<file path="config.mk">
export PLATFORM = sky130hd
export DESIGN_NAME = fetch_stage
export DESIGN_NICKNAME = d
export VERILOG_FILES = /design/src/rtl/pipeline_pkg.sv /design/src/rtl/ifid_reg.sv /design/src/rtl/fetch_stage.sv
export SDC_FILE = /design/constraint.sdc
export NUM_CORES = 1
export LEC_CHECK = 0
export CAP_MARGIN = 20
export CORE_ASPECT_RATIO = 1.2
export CORE_MARGIN = 8
export CORE_UTILIZATION = 30
export CTS_BUF_LIST = sky130_fd_sc_hd__clkbuf_8
export DETAILED_ROUTE_END_ITERATION = 6
export GPL_ROUTABILITY_DRIVEN = 0
export HOLD_SLACK_MARGIN = 0.1
export PLACE_DENSITY = 0.57
export SYNTH_ARGS = -nofsm -noshare
export SYNTH_HDL_FRONTEND = slang
export SYNTH_HIERARCHICAL = 1
export SYNTH_SLANG_ARGS = --single-unit
</file>
<file path="constraint.sdc">
create_clock -name clk -period 3.5 [get_ports clk]
set_input_delay 0.35 -clock clk [delete_from_list [all_inputs] [get_ports clk]]
set_output_delay 0.35 -clock clk [all_outputs]
set_load 0.1 [all_outputs]
</file>
<file path="src/rtl/pipeline_pkg.sv">
// Shared pipeline types: fetch FSM encoding, IF/ID bundle and default NOP.
// Optional feature macro: FETCH_PERF_CNT_EN (adds fetch/bubble counters).
package pipeline_pkg;

    typedef enum logic {
        FETCH = 1'b0,
        HOLD  = 1'b1
    } fetch_state_t;

    localparam logic [31:0] NOP_INST_DEFAULT = 32'h0000_0000;

    typedef struct packed {
        logic [31:0] inst;
        logic [31:0] pcPlus4;
        logic        valid;
    } ifid_t;

    function automatic logic [31:0] pc_inc(input logic [31:0] pc);
        return pc + 32'd4;
    endfunction

endpackage

</file>
<file path="src/rtl/ifid_reg.sv">
// IF/ID pipeline register with load enable and flush (flush has priority).
// Used by fetch_stage.
module ifid_reg
    import pipeline_pkg::*;
#(
    parameter logic [31:0] NOP_INST = NOP_INST_DEFAULT
) (
    input  logic  clk,
    input  logic  rst,
    input  logic  i_load,
    input  logic  i_flush,
    input  ifid_t i_d,
    output ifid_t o_q
);

    ifid_t r_q;

    always_ff @(posedge clk or posedge rst) begin
        if (rst) begin
            r_q <= '{inst: NOP_INST, pcPlus4: 32'd0, valid: 1'b0};
        end else if (i_flush) begin
            r_q <= '{inst: NOP_INST, pcPlus4: 32'd0, valid: 1'b0};
        end else if (i_load) begin
            r_q <= i_d;
        end
    end

    assign o_q = r_q;

endmodule

</file>
<file path="src/rtl/fetch_stage.sv">
// Instruction fetch stage: PC, FETCH/HOLD FSM, one-word skid buffer, IF/ID.
// Define FETCH_PERF_CNT_EN to add fetchCount/bubbleCount outputs.
module fetch_stage
    import pipeline_pkg::*;
#(
    parameter logic [31:0] RESET_PC = 32'h0000_0000,
    parameter logic [31:0] NOP_INST = NOP_INST_DEFAULT
) (
    input  logic        clk,
    input  logic        rst,
    input  logic        pcWrite,
    input  logic        IFIDWrite,
    input  logic        ifFlush,
    input  logic        jump,
    input  logic [31:0] jumpTarget,
    input  logic [31:0] branchTarget,
    output logic        imemReq,
    output logic [31:0] imemAddr,
    input  logic        imemReady,
    input  logic [31:0] imemData,
    output logic [31:0] IFIDInst,
    output logic [31:0] IFIDPcPlus4,
    output logic        IFIDValid,
    output logic        fetchBusy
`ifdef FETCH_PERF_CNT_EN
    ,
    output logic [31:0] fetchCount,
    output logic [31:0] bubbleCount
`endif
);

    fetch_state_t r_state;
    logic [31:0]  r_pc;
    logic [31:0]  r_skidInst;
    logic [31:0]  r_skidPc4;

    logic [31:0]  w_pcPlus4;
    logic         w_advance;
    logic         w_load;
    ifid_t        w_d;
    ifid_t        w_q;

    assign w_pcPlus4 = pc_inc(r_pc);
    assign w_advance = IFIDWrite & pcWrite;

    assign imemReq   = (r_state == FETCH);
    assign imemAddr  = r_pc;
    assign fetchBusy = (r_state == FETCH) & ~imemReady;

    // Next IF/ID contents; flush is applied inside ifid_reg
    always_comb begin
        w_load = 1'b0;
        w_d    = '{inst: NOP_INST, pcPlus4: w_pcPlus4, valid: 1'b0};
        unique case (r_state)
            FETCH: begin
                if (imemReady) begin
                    if (w_advance) begin
                        w_load = 1'b1;
                        w_d    = '{inst: imemData, pcPlus4: w_pcPlus4, valid: 1'b1};
                    end
                end else if (IFIDWrite) begin
                    w_load = 1'b1;
                end
            end
            HOLD: begin
                if (w_advance) begin
                    w_load = 1'b1;
                    w_d    = '{inst: r_skidInst, pcPlus4: r_skidPc4, valid: 1'b1};
                end
            end
            default: ;
        endcase
    end

    always_ff @(posedge clk or posedge rst) begin
        if (rst) begin
            r_state    <= FETCH;
            r_pc       <= RESET_PC;
            r_skidInst <= 32'd0;
            r_skidPc4  <= 32'd0;
        end else if (ifFlush) begin
            r_state    <= FETCH;
            r_pc       <= jump ? jumpTarget : branchTarget;
            r_skidInst <= 32'd0;
            r_skidPc4  <= 32'd0;
        end else begin
            unique case (r_state)
                FETCH: begin
                    if (imemReady) begin
                        if (w_advance) begin
                            r_pc <= w_pcPlus4;
                        end else begin
                            r_skidInst <= imemData;
                            r_skidPc4  <= w_pcPlus4;
                            r_state    <= HOLD;
                        end
                    end
                end
                HOLD: begin
                    if (w_advance) begin
                        r_pc    <= w_pcPlus4;
                        r_state <= FETCH;
                    end
                end
                default: r_state <= FETCH;
            endcase
        end
    end

    ifid_reg #(
        .NOP_INST (NOP_INST)
    ) u_ifid (
        .clk     (clk),
        .rst     (rst),
        .i_load  (w_load),
        .i_flush (ifFlush),
        .i_d     (w_d),
        .o_q     (w_q)
    );

    assign IFIDInst    = w_q.inst;
    assign IFIDPcPlus4 = w_q.pcPlus4;
    assign IFIDValid   = w_q.valid;

`ifdef FETCH_PERF_CNT_EN
    logic [31:0] r_fetchCount;
    logic [31:0] r_bubbleCount;

    always_ff @(posedge clk or posedge rst) begin
        if (rst) begin
            r_fetchCount  <= 32'd0;
            r_bubbleCount <= 32'd0;
        end else if (ifFlush) begin
            r_bubbleCount <= r_bubbleCount + 32'd1;
        end else if (w_load) begin
            if (w_d.valid) begin
                r_fetchCount <= r_fetchCount + 32'd1;
            end else begin
                r_bubbleCount <= r_bubbleCount + 32'd1;
            end
        end
    end

    assign fetchCount  = r_fetchCount;
    assign bubbleCount = r_bubbleCount;
`endif

endmodule

</file>
After elaboration in Yosys (flattened, before gate mapping)
Index checks and enable logic that the tools add are counted.
{ "word_totals": {"reg_bits": 162, "latchBits": 0, "ramBits": 0, "rom_bits": 0, "input_bits": 103, "output_inout_bits": 99, "word_cells": 45, "memories": 0} }
{ "classes": {"addsub": 1, "n_mul": 0, "div_mod_pow": 0, "magnitude_cmp": 0, "eq_ne": 3, "n_shift": 0, "mux": 27, "bitwise": 4, "n_reduce_logical": 3} }
{ "op_table": {"columns": ["op", "n"], "rows": [
  ["$mux W32", 12],
  ["$mux W65", 5],
  ["$pmux W65 S2", 1],
  ["$pmux W32 S2", 1],
  ["$add A32 B3 Y32 const B", 1],
  ["$mux W1", 6],
  ["$ne A2 B2 Y1 const B", 2],
  ["$pmux W1 S2", 2],
  ["$reduce_bool A2 Y1", 2],
  ["$ne A3 B2 Y1 const B", 1],
  ["$reduce_and A3 Y1", 1],
  ["$and A1 B1 Y1", 2],
  ["$not A1 Y1", 2]
]} }

Logic depth before layout (Yosys ltp)
{ "logic_depth": {"word_depth": 6, "ltp_mapped": 10, "depth_no_buf": 7} }

Modules after synthesis
The synthesis kept the hierarchy.
{ "by_module_without_submodules": {"columns": ["mod", "n_inst", "cells_per_inst", "area_each_um2"], "rows": [
  ["fetch_stage", 1, 626, 5894.4],
  ["ifid_reg", 1, 210, 2671.3]
]} }

Worst setup path before layout
No wires, ideal clock.
{ "synth_timing": {"path_kind": "register to register", "from": "register r_pc[2], in the netlist imemAddr[2]", "to": "register u_ifid.r_q, in the netlist u_ifid/o_q[31]", "arrival_time_ps": 2930, "required_time_ps": 3368, "slack_ps": 438, "stages_incl_launch_ff": 10, "synth_period_minus_slack_ps": 3062, "cell_sequence": "dfrtp_1 > ha_1 > nand3_1 > or4_1 > clkbuf_1 > clkbuf_1 > o21ai_0 > a31oi_1 > mux2i_1 > nor2_1"} }
{ "synth_lines": {"columns": ["item", "line", "source"], "rows": [
  ["start: declaration", "fetch_stage.sv:33", "logic [31:0] r_pc;"],
  ["start signal: assignment", "fetch_stage.sv:83", "r_pc <= jump ? jumpTarget : branchTarget;"],
  ["start signal: assignment", "fetch_stage.sv:91", "r_pc <= w_pcPlus4;"],
  ["start signal: assignment", "fetch_stage.sv:101", "r_pc <= w_pcPlus4;"],
  ["end signal: assignment", "ifid_reg.sv:20", "r_q <= '{inst: NOP_INST, pcPlus4: 32'd0, valid: 1'b0};"],
  ["end signal: assignment", "ifid_reg.sv:22", "r_q <= '{inst: NOP_INST, pcPlus4: 32'd0, valid: 1'b0};"],
  ["end signal: assignment", "ifid_reg.sv:24", "r_q <= i_d;"],
  ["end: declaration", "ifid_reg.sv:16", "ifid_t r_q;"]
]} }

==> results.toml <==
[sta]
min_period_ns = 2.72
tightest_slew_ns = 1.10
final_hold_viol_count = 0
setup_tns_ns = 0
fin_skew_ns = 0.0164
relSlewSlack_pct = 26.4
fmax_mhz = 368
setup_viol_count_final = 0
min_period_over_period_pct = 77.6
final_max_slew_viol_count = 0
rsz0062_at_grt = "false"

[cts]
h-tree-depth = 4
clkTransAtPathRegs_ns = 0.09
cts-root-buf = "clkbuf_8"
cts_buffers = 17
cts_buffer_depth = 2
postCtsSetupBuffers = 0
cts_resized = 0
clock-sinks = 162
cts_tree = "done"
clk_latency_ns = 0.46
ctsHoldBuffers = 0

[logic_synthesis]
ys_async_sr_fraction_pct = 100
ys_warn_count = 6
avgSynthCellArea_um2 = 10.2
syn_inst = 836
ys_seq_area_share_pct = 47.3
synth-seq-cells = 162
synth_edf_count = 0
syn_area_mm2 = 0.00857
synth_cell_types = 47
synth_nets = 940
ys.flop_type = "dfrtp_1"

[power_and_ir_drop]
netSwitchingFraction_pct = 37.5
p_clk_share_pct = 26.9
seqPwrFrac_pct = 43.0
p_int_uw = 3130
combinationalPowerShare_pct = 30.1
leakagePower_uw = 0.00476
powerDensity_mw_per_mm2 = 445
p_sw_uw = 1880
peakVddDrop_mv = 0.170

[floorplan]
row_count = 67
die_area_mm2 = 0.0342
ios = 202
die_w_um = 170
chipHeight_um = 201
core-area_mm2 = 0.0280
start_util_pct = 30.6

[critical_path]
endpoint_kind = "register"
crit_end = "u_ifid/o_q[25]"
path_depth = 9
critPathMaxStageDelay_ns = 0.55
timing.rr.start = "imemAddr[2]"
cp_num_buf_inv = 2
r2r_end = "u_ifid/o_q[25]"
required_ns = 3.88
crit_family = "simple AND/OR/NAND/NOR gates"
cpMaxStageDelayCell = "or4_1"
path_max_fanout = 39
cp_common_cell = "buf_4"
rr_worst_depth = 9
crit_arrival_ns = 3.09
ff2ff_setup_slack_ns = 0.78
path_cells = "ha_1 -> nand3_1 -> buf_4 -> or4_1 -> buf_4 -> or3_1 -> a31oi_1 -> mux2i_1 -> nor2_1"
critPathKind = "register to register"
start_kind = "register"
critical_path.startpoint = "imemAddr[2]"

[global_route]
grt_pass1_vias = 7211
antenna_found_initial = 0
grt.busiest_layer = "met2"
met3_usage_pct = 3.45
grtUsageMet1_pct = 21.1
use_met2_pct = 24.3
grt_max_degree = 77
grt_pass1_wl_um = 42200
grt_use_total_pct = 15.5
grt_overflow = 0

[layout]
final_cell_area_mm2 = 0.0113
utilization_pct = 40.3
regArea_mm2 = 0.00405
layout.nets = 1105
multi_input_area_mm2 = 0.00414
area.growth.synth_to_final_pct = 31.7
fillers = 2830
drive_above_1_share_pct = 7.90

[route]
via_per_inst = 5.05
route.detailed.drc = 0
dr_total_vias = 7032
first_iter_violations = 443
ant_nets = 0
routedWlPerCell_um = 18.8
dr.pass1.iters = 4
routed_wl_um = 26200

[place]
numPortBuffers = 201
hpwl_um = 18500
place_area_mm2 = 0.0109

[run]
maxCapViolCount = 0

[min_path]
whs_path_depth = 2
hp-class = "primary input to register"

[status]
outcome = "finished, final reports clean"
synth_stat cells (13+ instances only):
cell,n,area (um^2)
o31a_1,27,236
nand3_1,24,120
nor4_1,20,125
a22o_1,77,674
dfrtp_1,162,4050
xor2_1,13,114
or4_1,17,128
nand2_1,62,233
o211ai_1,15,113
o21ai_0,20,100
nor2_1,102,383
clkbuf_1,49,184
a31oi_1,14,87.6
mux2i_1,101,1010
how the worst min path moves through the flow:
stage                   from              to  slack [ns]
2_1_floorplan  r_skidPc4[15]   r_skidPc4[15]        0.45
3_3_place_gp    r_skidPc4[6]    r_skidPc4[6]        0.46
3_5_place_dp    r_skidPc4[6]    r_skidPc4[6]        0.47
4_1_cts              ifFlush  u_ifid/o_q[49]        0.22
5_1_grt              ifFlush  u_ifid/o_q[36]        0.22
6_report             ifFlush  u_ifid/o_q[46]        0.25
routing by layer:
metal  routed length [um]  part of all wire, %  vias to the layer above
met5                    0                    0                        -
met4                  294                  1.1                        0
met3                 1310                  5.0                       18
met2                12200                   47                      180
met1                12400                   47                     3425
li1                     -                    -                     3409
metrics by stage:
| step | worst slack [ns] | std cells | hold WS, ns | total power (uW) |
|---|---|---|---|---|
| finish | 0.783 | 1393 | 0.247 | 5020 |
| global route | 0.603 | 1392 | 0.219 | 5270 |
| CTS | 0.781 | 1392 | 0.216 | 5090 |
| detailed placement | 0.805 | 1361 | 0.473 | 3720 |
| global placement | 0.795 | 1361 | 0.463 | 3710 |
| floorplan | 0.438 | 836 | 0.451 | 3240 |
cell families after synthesis:
| kind of cell | after synthesis | synth area share (%) |
|---|---|---|
| AND/OR/NAND/NOR | 276 | 15.6 |
| AO/OA/AOI/OAI | 178 | 16.1 |
| flip-flops | 162 | 47.3 |
| multiplexers | 113 | 13.4 |
| buffers and inverters | 81 | 4.92 |
| XOR/XNOR | 25 | 2.56 |
| adder cells (fa/ha/maj) | 1 | 0.146 |
state kept, by name (all words and copies together), names as in the netlist:
name and flops:
r_skidInst 32, r_skidPc4 32, u_ifid/o_q 65, imemAddr 32, r_state 1
power groups by stage:
| stage | logic (uW) | registers [uW] | clock network, uW |
|---|---|---|---|
| after floorplan | 516 | 2720 | 0 |
| after detailed placement | 1530 | 2190 | 0 |
| after global routing | 1600 | 2180 | 1480 |
| after CTS | 1530 | 2160 | 1410 |
| final | 1510 | 2160 | 1350 |
| after global placement | 1520 | 2190 | 0 |
worst reg2reg max path, cell delays in order (launching register included):
cell,delay (ns)
dfrtp_1,0.53
ha_1,0.26
nand3_1,0.09
buf_4,0.20
or4_1,0.55
buf_4,0.27
or3_1,0.40
a31oi_1,0.16
mux2i_1,0.09
nor2_1,0.11
layout by cell type (no fill, tap or decap), types with 20 or more instances in the layout:
master,count
nor2_1,99
buf_4,20
nand3_1,23
clkdlybuf4s50_1,198
dfrtp_1,162
mux2i_1,101
a22o_1,77
o21ai_0,20
o31a_1,27
nand2_1,62
nor4_1,20
cell type report:
class,count,share of cell area (%)
clock inverter,12,1.04
clock buffer,19,2.32
multi-input combinational,593,36.7
tap,379,4.20
timing repair buffer,223,19.7
sequential,162,35.9
inverter,4,0.155
antenna,1,0.0222
(Power assumes the default switching activity.)
